==> src/rtl/cnn_request_arbiter.sv <==
`default_nettype none
// ============================================================================
// Module   : cnn_request_arbiter
// Purpose  : Round-robin arbiter that shares one CNN accelerator engine among
//            NUM_REQ requesters. One job in flight at a time: accept, start
//            the engine, wait for done (or time out), return the result to the
//            owning requester, then pulse the engine reset before re-arming.
// Ports    : clk, resetn (async, active-low)
//            req_valid/req_image_index  -> per-requester job requests
//            req_ready                  <- one-hot accept pulse
//            resp_valid/resp_class/resp_timeout <- per-job result
//            eng_start/eng_image_index/eng_resetn -> engine control
//            eng_predicted_class/eng_done         <- engine result
//            busy, jobs_done (wrapping), timeouts (saturating) <- status
// Revision : 1.0 - initial release
// ============================================================================
module cnn_request_arbiter #(
    parameter int NUM_REQ        = 4,
    parameter int TIMEOUT_CYCLES = 4096,
    parameter int RECOVER_CYCLES = 2
) (
    input  logic                   clk,
    input  logic                   resetn,
    input  logic [NUM_REQ-1:0]     req_valid,
    input  logic [5*NUM_REQ-1:0]   req_image_index,
    output logic [NUM_REQ-1:0]     req_ready,
    output logic [NUM_REQ-1:0]     resp_valid,
    output logic [3:0]             resp_class,
    output logic                   resp_timeout,
    output logic                   eng_start,
    output logic [4:0]             eng_image_index,
    input  logic [3:0]             eng_predicted_class,
    input  logic                   eng_done,
    output logic                   eng_resetn,
    output logic                   busy,
    output logic [15:0]            jobs_done,
    output logic [7:0]             timeouts
);

    localparam int ID_W  = $clog2(NUM_REQ);
    localparam int TMR_W = $clog2(TIMEOUT_CYCLES + 1);
    localparam int RC_W  = (RECOVER_CYCLES > 1) ? $clog2(RECOVER_CYCLES) : 1;

    localparam logic [TMR_W-1:0] TIMER_LIMIT = TMR_W'(TIMEOUT_CYCLES);
    localparam logic [RC_W-1:0]  RC_LAST     = RC_W'(RECOVER_CYCLES - 1);
    localparam logic [ID_W-1:0]  LAST_ID     = ID_W'(NUM_REQ - 1);

    typedef enum logic [2:0] {
        IDLE      = 3'd0,
        ISSUE     = 3'd1,
        WAIT_DONE = 3'd2,
        RESPOND   = 3'd3,
        RECOVER   = 3'd4
    } state_t;

    state_t            state;
    state_t            state_next;
    logic [ID_W-1:0]   last_grant;
    logic [ID_W-1:0]   owner;
    logic [ID_W-1:0]   cand;
    logic [ID_W-1:0]   pick_id;
    logic              pick_found;
    logic [4:0]        pick_index;
    logic [4:0]        job_index;
    logic [TMR_W-1:0]  timer;
    logic [RC_W-1:0]   rec_cnt;
    logic              expired;
    logic              in_recover;

    // Round-robin search starting one past the previous winner.
    always_comb begin
        pick_found = 1'b0;
        pick_id    = '0;
        cand       = '0;
        for (int k = 1; k <= NUM_REQ; k++) begin
            cand = ID_W'((int'(last_grant) + k) % NUM_REQ);
            if (!pick_found && req_valid[cand]) begin
                pick_found = 1'b1;
                pick_id    = cand;
            end
        end
    end

    always_comb begin
        pick_index = '0;
        for (int r = 0; r < NUM_REQ; r++) begin
            if (pick_id == ID_W'(r)) begin
                pick_index = req_image_index[5*r +: 5];
            end
        end
    end

    // The timer holds the number of WAIT_DONE cycles already spent, so the
    // job is abandoned TIMEOUT_CYCLES+2 cycles after eng_start. A done seen
    // in the expiry cycle still counts as success.
    assign expired = (timer == TIMER_LIMIT);

    always_ff @(posedge clk or negedge resetn) begin
        if (!resetn) begin
            state <= IDLE;
        end else begin
            state <= state_next;
        end
    end

    always_comb begin
        state_next      = state;
        eng_start       = 1'b0;
        resp_valid      = '0;
        busy            = 1'b1;
        eng_image_index = job_index;
        in_recover      = 1'b0;
        case (state)
            IDLE: begin
                busy            = 1'b0;
                eng_image_index = '0;
                if (pick_found) begin
                    state_next = ISSUE;
                end
            end
            ISSUE: begin
                eng_start  = 1'b1;
                state_next = WAIT_DONE;
            end
            WAIT_DONE: begin
                if (eng_done || expired) begin
                    state_next = RESPOND;
                end
            end
            RESPOND: begin
                resp_valid = NUM_REQ'(1) << owner;
                state_next = RECOVER;
            end
            RECOVER: begin
                in_recover = 1'b1;
                if (rec_cnt == RC_LAST) begin
                    state_next = IDLE;
                end
            end
            default: begin
                busy            = 1'b0;
                eng_image_index = '0;
                state_next      = IDLE;
            end
        endcase
    end

    // Engine reset follows the system reset immediately, plus the recovery window.
    assign eng_resetn = resetn & ~in_recover;

    always_ff @(posedge clk or negedge resetn) begin
        if (!resetn) begin
            req_ready    <= '0;
            owner        <= '0;
            job_index    <= '0;
            last_grant   <= LAST_ID;
            timer        <= '0;
            rec_cnt      <= '0;
            resp_class   <= '0;
            resp_timeout <= 1'b0;
            jobs_done    <= '0;
            timeouts     <= '0;
        end else begin
            req_ready <= '0;
            case (state)
                IDLE: begin
                    if (pick_found) begin
                        req_ready <= NUM_REQ'(1) << pick_id;
                        owner     <= pick_id;
                        job_index <= pick_index;
                    end
                end
                ISSUE: begin
                    timer <= '0;
                end
                WAIT_DONE: begin
                    timer <= timer + TMR_W'(1);
                    if (eng_done) begin
                        resp_class   <= eng_predicted_class;
                        resp_timeout <= 1'b0;
                    end else if (expired) begin
                        resp_class   <= '0;
                        resp_timeout <= 1'b1;
                    end
                end
                RESPOND: begin
                    rec_cnt <= '0;
                    if (resp_timeout) begin
                        if (timeouts != 8'hFF) begin
                            timeouts <= timeouts + 8'd1;
                        end
                    end else begin
                        jobs_done <= jobs_done + 16'd1;
                    end
                end
                RECOVER: begin
                    rec_cnt <= rec_cnt + RC_W'(1);
                    if (rec_cnt == RC_LAST) begin
                        last_grant <= owner;
                    end
                end
                default: begin
                end
            endcase
        end
    end

endmodule
`default_nettype wire
==> config.mk <==
export PLATFORM = sky130hd
export DESIGN_NAME = cnn_request_arbiter
export DESIGN_NICKNAME = d
export VERILOG_FILES = /design/src/rtl/cnn_request_arbiter.sv
export SDC_FILE = /design/constraint.sdc
export NUM_CORES = 1
export LEC_CHECK = 0
export CORE_ASPECT_RATIO = 1.5
export CORE_UTILIZATION = 35
export DETAILED_ROUTE_END_ITERATION = 10
export SLEW_MARGIN = 15
export SYNTH_ARGS = -nofsm -noshare
export SYNTH_HDL_FRONTEND = slang
export SYNTH_SLANG_ARGS = --single-unit
==> constraint.sdc <==
create_clock -name clk -period 1.65 [get_ports clk]
set_input_delay 0.2475 -clock clk [delete_from_list [all_inputs] [get_ports clk]]
set_output_delay 0.2475 -clock clk [all_outputs]
set_load 0.02 [all_outputs]
==> out/qor.yml, run 1 <==
crit_required_ns: 1.40
die_area_um2: 8640
clockBufferDepth: 2
cap_viol_max_count: 0
syn_inst: 270
final.setup.tns_ns: -0.104
setup_viol: 5
endpoint_kind: "output pin"
drc: 0
ctsHoldBuffers: 0
drtPass1Iterations: 4
syn2layout_area_growth_pct: 59.7
instances_no_fill: 505
first_global_vias: 2531
layout-drive-gt1-share_pct: 31.5
status: "finished, violations left"
globalRouteOverflowTotal: 0
rows: 40
clk-insertion-delay-late_ns: 0.32
pwr-share-seq_pct: 29.0
maxSlewViolCount: 0
numCtsBuffers: 9
post_drt_wl_per_cell_um: 13.8
cts.sinks: 59
period_needed_ns: 1.67
cts_tree: "built"
synth_area_um2: 2890
worstPathArrival_ns: 1.43
fmax_ghz: 0.598
hold_path.class: "input port to async pin"
ant_nets: 0
yosys_most_used_dff: "dfrtp_1"
intPower_w: 0.00489
root_buffer: "clkbuf_16"
nets: 431
cp-start-kind: "flop"
drtIter0Drc: 65
worst_pin_slew_ns: 0.736
core_area_um2: 8010
via_per_inst: 4.92
grt_usage_pct: 17.5
io_buffer_count: 75
slew_headroom_pct: 50.9
worst_slack_ns: -0.0233
antenna_found_initial: 0
path_max_fanout: 6
p_sw_share_pct: 34.5
power_density_nw_per_um2: 1620
n_antenna_cell: 0
syn_area_per_cell_um2: 10.7
final_cell_mix: "dfrtp_1 (55), clkdlybuf4s50_1 (48), buf_4 (44)"
power_switching_w: 0.00257
routed-via-count: 2483
hpwl_um: 4920
fin_area_um2: 4620
synth_cell_types: 48
p_clk_share_pct: 26.4
start_util_pct: 36.1
wl_um: 6970
ios: 76
failed_checks: "negative setup slack"
placed_cells: 482
grt_pass1_wl_um: 11800
place_congestion: 0.755
synth_seq_cells: 59
die_w_um: 76.2
hold_viol: 0
htreeDepth: 3
async_reset_ff_share_pct: 100
vdd_ir_drop_max_mv: 1.08
synth-edff-count: 0
synth-seq-area-share_pct: 51.1
p_leak_nw: 2.21
placed_area_um2: 4030
syn-num-nets: 305
final_common_cell: "dfrtp_1"
die_h_um: 113
grt_max_degree: 60
ys_warn_count: 0
rsz0062_at_grt: "yes"
critPathKind: "flop to output pin"
clk_pin_slew_ns: 0.05
period_share_pct: 101
finClkSkew_ns: 0.00412
fin_util_pct: 57.7
comb_power_share_pct: 44.6
sequential cells by signal (all words and copies together), names as in the netlist:
register / count
jobs_done: 16
timer: 13
timeouts: 8
job_index: 5
req_ready: 4
resp_class: 4
state: 3
last_grant: 2
owner: 2
rec_cnt: 1
resp_timeout: 1
worst max-delay path, cell delays in order, from the launching register on:
cell and delay [ns]:
dfrtp_1 0.40, nor2_2 0.16, xnor2_1 0.14, buf_4 0.16
and2_4 0.14, buf_6 0.11
Yosys cell counts, drive strengths merged, types with 5 or more instances:
master	count	area, um^2
dfrtp	57	1430
nand2	36	135
xnor2	19	166
mux2i	18	180
nand3	15	75.1
nor2	13	61.3
and2	9	56.3
o21ai	9	45.0
inv	8	30.0
nand4	8	65.1
buf	7	50.1
and3	6	37.5
o221ai	5	43.8
power groups by stage:
stage	Clock, W	Sequential, W	Combinational (W)
after global placement	0	0.00214	0.00296
after global routing	0.00208	0.00222	0.00361
after detailed placement	0	0.00216	0.00299
after CTS	0.00202	0.00216	0.00313
final	0.00197	0.00216	0.00333
after floorplan	0	0.00232	0.00134
cells by family (layout without fill, tap and decap cells):
group	Yosys count	count (layout)	synth area share (%)
adders and majority gates	4	4	1.73
and+or+nand+nor	113	113	21.7
DFF	59	59	51.1
buffers and inverters	17	147	3.03
AOI/OAI and AO/OA	33	33	8.05
muxes	21	21	7.40
xor gates and xnor gates	23	23	6.97
cell type report:
cell class / instances / area, um^2
Inverter: 8 / 30.0
Fill cell: 690 / 3390
Clock buffer: 10 / 239
Clock inverter: 5 / 77.6
Multi-Input combinational cell: 194 / 1500
Tap cell: 105 / 131
Timing Repair Buffer: 124 / 1150
Sequential cell: 59 / 1480
what timing repair did:
item / 4_1_cts / 5_1_grt
pin swaps: 8 / 18
resized for setup: 94 / 45
setup endpoints to repair: 45 / 48
buffers inserted: 3 / 5
per-layer routing:
| metal | track usage [%] | wire [um] | vias up | share of wire (%) |
|---|---|---|---|---|
| met5 | 0 | 0 | - | 0 |
| met4 | 8.21 | 88 | 0 | 1.3 |
| met3 | 4.68 | 412 | 7 | 5.9 |
| met2 | 31.2 | 3740 | 68 | 54 |
| met1 | 19.1 | 2730 | 1197 | 39 |
| li1 | - | - | 1211 | - |
stage by stage:
| step | hold slack, ns | worst slack (ns) | total power (W) |
|---|---|---|---|
| finish | 0.136 | -0.0233 | 0.00747 |
| global route | 0.220 | -0.0950 | 0.00792 |
| CTS | 0.168 | -0.0350 | 0.00731 |
| detailed placement | 0.468 | -0.252 | 0.00514 |
| global placement | 0.453 | -0.197 | 0.00510 |
| floorplan | -0.0481 | 0.0131 | 0.00366 |
path summary, 6_finish.rpt:
kind,startpoint,endpoint,slack [ns],cells past startpoint
max in group asynchronous,resetn,jobs_done[5]$_DFFE_PN0P_,1.00,2
min in group clk,timer[12]$_DFFE_PN0P_,timer[12]$_DFFE_PN0P_,0.48,1
worst max-delay path,state[0]$_DFFE_PN0P_,eng_image_index[2],-0.02,5
worst max register to register,last_grant[1]$_DFFE_PN1P_,job_index[3]$_DFFE_PN0P_,0.04,5
worst min-delay path,resetn,timer[6]$_DFFE_PN0P_,0.14,2
worst min register to register,timer[12]$_DFFE_PN0P_,timer[12]$_DFFE_PN0P_,0.48,1
No activity file was read; power rests on OpenSTA's default activity.
==> run 2: changes to the inputs <==
CTS_CLUSTER_SIZE = 16   (was not set)
SETUP_SLACK_MARGIN = 0.15   (was not set)
==> out/qor.yml, run 2 (same netlist as run 1, synthesis figures left out) <==
wl_met3_um: 366  # -11%
io_buffer_count: 75  # unchanged
grt_max_degree: 60  # unchanged
cts.sinks: 59  # unchanged
place_congestion: 0.756  # +0.16%
status: "finished, violations left"
routed-via-count: 2523  # +1.6%
clockBufferDepth: 2  # unchanged
largest_reg_flops: 16  # unchanged
clk-insertion-delay-late_ns: 0.33  # about the same
htreeDepth: 3  # unchanged
nets: 434  # +0.70%
critPathKind: "flop to flop"
power_density_nw_per_um2: 1640  # +1.6%
globalRouteOverflowTotal: 0  # unchanged
regArea_um2: 1490  # +0.25%
hold_viol: 0  # unchanged
grt_usage_pct: 18.2  # +0.72 points
die_w_um: 76.2  # unchanged
dr.max_layer_used: "met4"
drt-met1-wl_um: 2910  # +6.7%
root_buffer: "clkbuf_16"
crit_start: "last_grant[1]$_DFFE_PN1P_"
cp-start-kind: "flop"
p_leak_nw: 2.38  # +7.7%
final_common_cell: "dfrtp_1"
path_max_fanout: 7  # +1
worstPathArrival_ns: 1.90  # +0.47 ns
finClkSkew_ns: 0.00495  # +0.000828 ns
rsz0062_at_grt: "yes"
antenna_found_initial: 0  # unchanged
ant_nets: 0  # unchanged
syn2layout_area_growth_pct: 71.7
period_share_pct: 103  # +1.5 points
rows: 40  # unchanged
cts_tree: "built"
drtIter0Drc: 80  # +23%
regMostFlops: "jobs_done"
hold_path.class: "input port to async pin"
die_h_um: 113  # unchanged
holdWs_ns: 0.107  # -0.0289 ns
first_global_vias: 2661  # +5.1%
setup_viol: 18  # +13
grt_pass1_wl_um: 12300  # +4.0%
final.setup.tns_ns: -0.425  # -0.321 ns
final_cell_mix: "dfrtp_1 (52), buf_6 (32), dlygate4sd2_1 (32)"
crit_required_ns: 1.86  # +0.46 ns
crit_chain: "buf_6, a211oi_2, a211o_2, buf_12, mux2i_1, o221ai_2"
multi_input_area_um2: 1760  # +17%
ctsHoldBuffers: 0  # unchanged
die_area_um2: 8640  # unchanged
vdd_ir_drop_max_mv: 1.16  # +7.2%
met2_length_um: 4050  # +8.2%
cpPeakStageDelay_ns: 0.57  # +0.17 ns
via_per_inst: 4.96  # +0.81%
hpwl_um: 4830  # -1.9%
reg2reg_from: "last_grant[1]$_DFFE_PN1P_"
post_drt_wl_per_cell_um: 14.8  # +7.2%
period_needed_ns: 1.70  # +0.0255 ns
worst_pin_slew_ns: 0.750  # +0.0140 ns
core_area_um2: 8010  # unchanged
layout-drive-gt1-share_pct: 43.1  # +12 points
worst_slack_ns: -0.0488  # -0.0255 ns
start_util_pct: 36.1  # unchanged
slew_headroom_pct: 50.0  # -0.94 points
fmax_ghz: 0.589  # -1.5%
n_antenna_cell: 0  # unchanged
clk_pin_slew_ns: 0.05  # about the same
maxSlewViolCount: 0  # unchanged
cap_viol_max_count: 0  # unchanged
drc: 0  # unchanged
endpoint_kind: "flop"
crit_slowest_cell: "dfstp_2"
numCtsBuffers: 9  # unchanged
fill_cells: 664  # -3.8%
reg_top3: "jobs_done x16, timer x13, timeouts x8"
ios: 76  # unchanged
drtPass1Iterations: 4  # unchanged
wl_um: 7530  # +8.1%
failed_checks: "negative setup slack"
run 2: layer usage:
metal	vias to the layer above	track usage (%)
li1	1218	-
met1	1209	20.1
met2	75	31.5
met3	21	5.16
met4	0	9.74
met5	-	0
run 2: what timing repair did:
item                                    in CTS  in global routing
cloned                                       1                  0
pin swaps                                   30                 34
endpoints found under the setup margin      86                 64
resized for setup                          162                 63
buffers inserted                            10                  9
run 2: path summary, 6_finish.rpt:
kind	endpoint	slack (ns)	cells past startpoint
setup / recovery	job_index[4]$_DFFE_PN0P_	-0.05	6
hold / removal	req_ready[0]$_DFF_PN0_	0.11	2
setup reg to reg	job_index[4]$_DFFE_PN0P_	-0.05	6
hold reg to reg	jobs_done[13]$_DFFE_PN0P_	0.48	1
max in group asynchronous	jobs_done[4]$_DFFE_PN0P_	1.01	2
min in group clk	jobs_done[13]$_DFFE_PN0P_	0.48	1
run 2: final cells by class:
type / count / share of cell area [%]
Multi-Input combinational cell: 194 / 35.4
Sequential cell: 59 / 29.9
Timing Repair Buffer: 127 / 24.6
Clock buffer: 9 / 4.54
Tap cell: 105 / 2.65
Clock inverter: 7 / 2.34
Inverter: 8 / 0.605
run 2: metrics by stage:
stage	utilization (%)	power (W)	worst slack (ns)	area [um^2]	cells
finish	62.0	0.00815	-0.0488	4960	509
global route	62.0	0.00860	-0.144	4960	509
CTS	58.0	0.00769	-0.0539	4650	500
detailed placement	50.1	0.00513	-0.211	4020	473
global placement	50.1	0.00508	-0.162	4020	473
floorplan	-	0.00376	0.122	2950	270
run 2: critical path: cells and delay by family, from the launching register on:
| kind | cells | cell delay (ns) |
|---|---|---|
| multiplexers | 1 | 0.19 |
| flip-flops | 1 | 0.57 |
| AO/OA/AOI/OAI | 3 | 0.51 |
| buffers and inverters | 2 | 0.29 |
run 2: report_power, final:
group / leakage (nW) / total [W] / internal, W / switching [W]
clock network: 0.165 / 0.00214 / 0.00147 / 0.000673
registers: 0.773 / 0.00223 / 0.00183 / 0.000398
logic: 1.44 / 0.00378 / 0.00200 / 0.00178
